### src/rtl/axis_s2mm_stream_arbiter.sv
// axis_s2mm_stream_arbiter: packet-level round-robin merge of NUM_SRC AXI4-Stream sources onto one S2MM stream
`timescale 1ns/1ps
module axis_s2mm_stream_arbiter #(
  parameter int DATA_WIDTH = 32,
  parameter int KEEP_WIDTH = DATA_WIDTH/8,
  parameter int NUM_SRC    = 4,
  parameter int CNT_WIDTH  = 16
) (
  input  logic                          axi_aclk,
  input  logic                          axi_resetn,
  input  logic                          arb_en,
  input  logic [NUM_SRC*DATA_WIDTH-1:0] src_tdata,
  input  logic [NUM_SRC*KEEP_WIDTH-1:0] src_tkeep,
  input  logic [NUM_SRC-1:0]            src_tvalid,
  input  logic [NUM_SRC-1:0]            src_tlast,
  output logic [NUM_SRC-1:0]            src_tready,
  output logic [DATA_WIDTH-1:0]         m_axis_s2mm_tdata,
  output logic [KEEP_WIDTH-1:0]         m_axis_s2mm_tkeep,
  output logic                          m_axis_s2mm_tvalid,
  output logic                          m_axis_s2mm_tlast,
  input  logic                          m_axis_s2mm_tready,
  output logic [NUM_SRC-1:0]            grant,
  output logic                          busy,
  output logic [CNT_WIDTH-1:0]          beat_cnt,
  output logic [CNT_WIDTH-1:0]          pkt_cnt
);
  localparam int PW = $clog2(NUM_SRC);
  typedef enum logic {IDLE, XFER} state_t;
  state_t               state_q, state_d;
  logic [PW-1:0]        gnt_q, gnt_d, last_q, last_d, pick, idx;
  logic [CNT_WIDTH-1:0] beat_q, beat_d, pkt_q, pkt_d;
  logic                 found, accept;
  // first valid source after the previous owner, wrapping modulo NUM_SRC
  always_comb begin
    found = 1'b0;
    pick  = '0;
    idx   = '0;
    for (int k = 1; k <= NUM_SRC; k++) begin
      idx = PW'((int'(last_q) + k) % NUM_SRC);
      if (!found && src_tvalid[idx]) begin
        found = 1'b1;
        pick  = idx;
      end
    end
  end
  assign busy               = state_q == XFER;
  assign grant              = busy ? NUM_SRC'(1) << gnt_q : '0;
  assign src_tready         = busy ? NUM_SRC'(m_axis_s2mm_tready) << gnt_q : '0;
  assign m_axis_s2mm_tvalid = busy & src_tvalid[gnt_q];
  assign m_axis_s2mm_tlast  = busy & src_tlast[gnt_q];
  assign m_axis_s2mm_tdata  = busy ? src_tdata[gnt_q*DATA_WIDTH +: DATA_WIDTH] : '0;
  assign m_axis_s2mm_tkeep  = busy ? src_tkeep[gnt_q*KEEP_WIDTH +: KEEP_WIDTH] : '0;
  assign accept             = m_axis_s2mm_tvalid & m_axis_s2mm_tready;
  assign beat_cnt           = beat_q;
  assign pkt_cnt            = pkt_q;
  always_comb begin
    state_d = state_q;
    gnt_d   = gnt_q;
    last_d  = last_q;
    beat_d  = beat_q;
    pkt_d   = pkt_q;
    if (state_q == IDLE) begin
      if (arb_en && found) begin
        state_d = XFER;
        gnt_d   = pick;
      end
    end else if (accept) begin
      if (m_axis_s2mm_tlast) begin
        state_d = IDLE;
        last_d  = gnt_q;
        beat_d  = '0;
        pkt_d   = pkt_q + 1'b1;
      end else begin
        beat_d = &beat_q ? beat_q : beat_q + 1'b1;
      end
    end
  end
  always_ff @(posedge axi_aclk) begin
    if (!axi_resetn) begin
      state_q <= IDLE;
      gnt_q   <= '0;
      last_q  <= PW'(NUM_SRC-1);
      beat_q  <= '0;
      pkt_q   <= '0;
    end else begin
      state_q <= state_d;
      gnt_q   <= gnt_d;
      last_q  <= last_d;
      beat_q  <= beat_d;
      pkt_q   <= pkt_d;
    end
  end
endmodule

### config.mk
export PLATFORM = sky130hd
export DESIGN_NAME = axis_s2mm_stream_arbiter
export DESIGN_NICKNAME = d
export VERILOG_FILES = /design/src/rtl/axis_s2mm_stream_arbiter.sv
export SDC_FILE = /design/constraint.sdc
export NUM_CORES = 1
export LEC_CHECK = 0
export ABC_AREA = 0
export CAP_MARGIN = 10
export CELL_PAD_IN_SITES_DETAIL_PLACEMENT = 1
export CELL_PAD_IN_SITES_GLOBAL_PLACEMENT = 1
export CORE_MARGIN = 5
export CORE_UTILIZATION = 25
export CTS_CLUSTER_SIZE = 20
export DETAILED_ROUTE_END_ITERATION = 12
export MAX_ROUTING_LAYER = met4
export PLACE_DENSITY = 0.86
export SLEW_MARGIN = 15
export SYNTH_ARGS = -nofsm -noshare
export SYNTH_HDL_FRONTEND = slang
export SYNTH_SLANG_ARGS = --single-unit
### constraint.sdc
create_clock -name axi_aclk -period 3.2 [get_ports axi_aclk]
set_clock_uncertainty 0.1 [all_clocks]
set_input_delay 0.64 -clock axi_aclk [delete_from_list [all_inputs] [get_ports axi_aclk]]
set_output_delay 0.64 -clock axi_aclk [all_outputs]
set_load 0.01 [all_outputs]
# Yosys cells after proc, flatten, opt, wreduce, memory -nomap -nowiden
# Cells that the tools add are included.
# word_totals
regBits	37
input_bits	156
out_inout_bits	79
word_cells	66
# classes
magnitude_cmp	5
addsub	6
n_shift	4
n_eq_ne	1
bitwise	4
reduce_logical	11
n_mux	30
# op_table
operator	count
variable part select 128 x 8 -> 32 bit	1
adder 16 x 1 -> 16 bit, second input constant	2
2-to-1 mux 16 bit	2
2-to-1 mux 32 bit	1
AND reduction 16 bit	1
variable part select 16 x 5 -> 4 bit	1
< comparator 2 x 3 -> 1 bit, second input constant	5
2-to-1 mux 1 bit	14
binary-select mux 1 bit (select 2 bit)	6
2-to-1 mux 4 bit	3
2-to-1 mux 2 bit	4
AND reduction 3 bit	2
adder 2 x 1 -> 2 bit, second input constant	2
adder 2 bit, second input constant	2
logical AND 1 bit	4
left shift 1 x 2 -> 4 bit	1
left shift 1 x 2 -> 4 bit, first input constant	1
bitwise AND 1 bit	3
zero test 1 bit	3
!= test 2 bit, second input constant	1
AND reduction 2 bit	1
NOT 1 bit	1

# Depth between registers and ports, before layout
# logic_depth
ltp_word	16
mapped_depth	7
ltp_nobuf	6

# Worst setup path before layout
# No wires, ideal clock.
# synth_timing
path_type	reg2out
start	register gnt_q[0]
end	output m_axis_s2mm_tdata[30]
arrival_ns	1.640
n_path_buf	2
path_stages_with_launch	5
path_slack_ns	0.820
required_ns	2.460
path_cell_list	dfxtp_1 > buf_6 > clkbuf_1 > mux4_2 > and2_1
# synth_between
elab_chain_cells	2
# synth_lines
element	line_no	rtl
from (decl)	30	logic [PW-1:0] gnt_q, gnt_d, last_q, last_d, pick, idx;
from (signal assigned)	87	gnt_q <= gnt_d;
variable part select 128 x 8 -> 32 bit	51	assign m_axis_s2mm_tdata = busy ? src_tdata[gnt_q*DATA_WIDTH +: DATA_WIDTH] : '0;
2-to-1 mux 32 bit	51	
to (decl)	17	output logic [DATA_WIDTH-1:0] m_axis_s2mm_tdata,
# No other way between the ends.

# Worst setup path in the final report
# layout_timing
start	input src_tvalid[0]
end	output m_axis_s2mm_tvalid
# layout_between
elab_chain_cells	3
# layout_lines
element	line_no	rtl
from (decl)	14	input logic [NUM_SRC-1:0] src_tvalid,
binary-select mux 1 bit (select 2 bit)	49	assign m_axis_s2mm_tvalid = busy & src_tvalid[gnt_q];
2-to-1 mux 1 bit (not written as such)	49	
bitwise AND 1 bit	49	
to (decl)	19	output logic m_axis_s2mm_tvalid,
# No other way between the ends. The select of a mux whose other input is x is not followed.

==> reports/qor.csv <==
metric,value,unit
outcome,"complete, no violations",
Worst setup SP type,primary input,
Via-to-Cell Ratio,5.25,
Die Area,14600,um2
final hold viol count,0,
Fill cells,1362,
"FFs w/ async S/R, synth",0,%
multi-input gate area in the final layout,2200,um2
worst path cell trace,clkdlybuf4s50_1 > mux2i_1 > nor2b_1 > a211oi_1 > clkdlybuf4s50_1,
crit share post-route,94.8,%
Internal Power,1.12,mW
share of cells above drive strength 1,11.0,%
Tot Pwr,1.50,mW
synth unique cells,45,
post-route ant nets,0,
Clock Sinks,37,
hold slack,403,ps
RSZ-0062 raised after global routing,no,
Worst-Margin Slew,872,ps
initial antenna violation count,2,
switching share of power,24.9,%
type of the worst setup path,primary input to output port,
family with the most delay on the worst path,buffers and inverters,
DR WL/cell,21.1,um
min cycle time layout,3030,ps
Die X,121,um
register area,746,um2
Die Height,121,um
crit end category,output port,
Arrival @ worst endpoint,2290,ps
critical path's slowest cell,clkdlybuf4s50_1,
worst path bufs/invs,2,
final setup TNS,0,ps
row count,40,
Yosys reg bits,37,
clock tree buffer depth,2,
Crit path top cell by count,clkdlybuf4s50_1,
worst stage delay on the critical path,610,ps
fin cells,712,
P&R area growth vs syn,88.0,%
core region area,12000,um2
final setup fails,0,
Layout Utilization,48.0,%
Initial Util,25.5,%
drt total wl,15000,um
Placed Area,5620,um2
H-tree levels,2,
Iteration-0 DRC Markers,161,
Syn Inst Count,329,
post-synthesis sequential area ratio,24.2,%
pin count of the biggest net entering global routing,36,
Hold Crit Class,flip-flop to flip-flop,
"Top FF cell, synth",dfxtp_1,
post-CTS setup buffers,0,
drc violations,0,
power per cell area,260,nW/um2
final standard cell area without fillers,5760,um2
number of synthesized flops with an enable pin,0,
layout net count,720,
Yosys top cell area share,26.4,%
Overflow after GRT,0,
I/O pin count,235,
Seq pwr share,32.4,%
pre-CTS setup slack,80.2,ps
fmax,0.330,GHz
Vias,3741,
Synth Warn #,0,
Synth Area per Inst,9.32,um2
global-route wire length before repair,22600,um
Placer Congestion,0.873,
Area contributors post-synth,"mux4_2 (26%), dfxtp_1 (24%), and2_1 (7.6%)",
Synth area leader,mux4_2,
"critical path fanouts, max",3,
# hold bufs at CTS,0,
clock share of power,31.4,%
Max Slew Vio Count,0,
Clock transition at path regs,50,ps
CTS tree,built,
Pre-antenna DRT Iters,5,
HPWL after detailed placement,12700,um
vias in the first global route,4048,
Clock Tree Root,clkbuf_16,
Max-cap violations,0,
synthesized area,3070,um2
Slew headroom,41.8,%
Sw Pwr,0.373,mW
peak supply drop,0.000283,V
Clock Latency Late Sink,280,ps
Final Worst Setup Slack,166,ps
CTS buffer count,5,
I/O Buffers,234,
Post-Place Cells,701,
total leakage power,1.94,nW
CP Data Required Time,2460,ps
combinational group share of total power,36.2,%
Resize count post-CTS,0,
gr usage total,20.5,%
Synthesized Nets,487,
==> metal layers <==
| layer | vias up | track usage, % | part of all wire (%) |
|---|---|---|---|
| met5 | - | - | 0 |
| met4 | 0 | 8.36 | 2.9 |
| met3 | 26 | 4.58 | 6.3 |
| met2 | 144 | 37.7 | 54 |
| met1 | 1834 | 21.0 | 37 |
| li1 | 1737 | - | - |
==> flip-flops by register name (all words and copies together) (netlist names) <==
name,cells
last_q,2
busy,1
pkt_cnt,16
beat_cnt,16
gnt_q,2
==> tightest hold or removal path, stage by stage, from the launching register on <==
cell and delay, ps:
dfxtp_1 330, o31ai_1 70, a21oi_1 60
==> area by class of cell <==
| type | instances | share of cell area (%) |
|---|---|---|
| diodes | 2 | 0.0868 |
| clock buffers | 8 | 2.37 |
| inverters | 10 | 0.651 |
| multi-input cells | 262 | 38.1 |
| flip-flops and latches | 37 | 12.9 |
| well taps | 147 | 3.19 |
| repair buffers | 246 | 42.6 |
==> power groups by stage <==
stage	registers, mW	clock network, mW	logic [mW]
after floorplan	0.482	0	0.219
after global placement	0.499	0	0.528
after detailed placement	0.500	0	0.544
after CTS	0.489	0.488	0.545
after global routing	0.487	0.502	0.578
final	0.485	0.471	0.542
==> cell families after synthesis <==
logic type | count (synthesis) | synth area share, %
buffers and inverters | 30 | 4.12
xor gates and xnor gates | 5 | 1.43
adders and majority gates | 2 | 0.816
AOI/OAI and AO/OA | 67 | 14.0
DFF | 37 | 24.2
and+or+nand+nor | 142 | 25.7
muxes | 46 | 29.8
==> worst paths after layout <==
check | from | depth (start not counted) | slack, ps | end
worst max-delay path | src_tvalid[0] | 5 | 170 | m_axis_s2mm_tvalid
worst max register to register | gnt_q[1]$_SDFFE_PN0P_ | 5 | 560 | pkt_cnt[15]$_SDFFE_PN0P_
worst min-delay path | pkt_cnt[15]$_SDFFE_PN0P_ | 2 | 400 | pkt_cnt[15]$_SDFFE_PN0P_
worst min register to register | pkt_cnt[15]$_SDFFE_PN0P_ | 2 | 400 | pkt_cnt[15]$_SDFFE_PN0P_
==> layout by cell type (no fill, tap or decap), types with 2 or more instances in the layout <==
| master | n |
|---|---|
| nor2_1 | 24 |
| nand3_1 | 12 |
| and4_1 | 2 |
| xor2_1 | 3 |
| buf_4 | 10 |
| nor2b_1 | 3 |
| nand2_1 | 17 |
| clkdlybuf4s50_1 | 234 |
| o31ai_1 | 6 |
| o22a_1 | 2 |
| clkbuf_16 | 5 |
| a211o_1 | 2 |
| nand3b_1 | 3 |
| or4_1 | 8 |
| mux4_2 | 36 |
| buf_12 | 2 |
| nand2b_1 | 2 |
| nor3_1 | 6 |
| a21oi_2 | 2 |
| and3_1 | 4 |
| clkbuf_1 | 3 |
| o211ai_1 | 3 |
| o21ai_0 | 19 |
| or3_1 | 14 |
| o2111ai_1 | 2 |
| inv_1 | 9 |
| a21oi_1 | 22 |
| mux2i_1 | 8 |
| and2_1 | 37 |
| nand4_1 | 8 |
| dfxtp_1 | 35 |
| ha_1 | 2 |
| xnor2_1 | 2 |
| diode_2 | 2 |
==> synth_stat cells (2+ instances only) <==
cell type	instances
buf_2	5
o22a_1	2
mux2i_1	8
o31ai_1	6
mux4_2	36
o2111ai_1	2
or3_1	14
inv_1	9
a21oi_1	22
and2_1	37
nor2_1	24
nand3_1	12
o21ai_0	19
xnor2_1	2
dfxtp_1	37
nor3_1	6
and4_1	2
o211ai_1	3
nor2b_1	3
ha_1	2
a21oi_2	2
nand4_1	8
and3_1	4
or4_1	8
nand2b_1	2
clkbuf_1	14
xor2_1	3
nand2_1	17
a211o_1	2
nand3b_1	3
(Power assumes the default switching activity.)
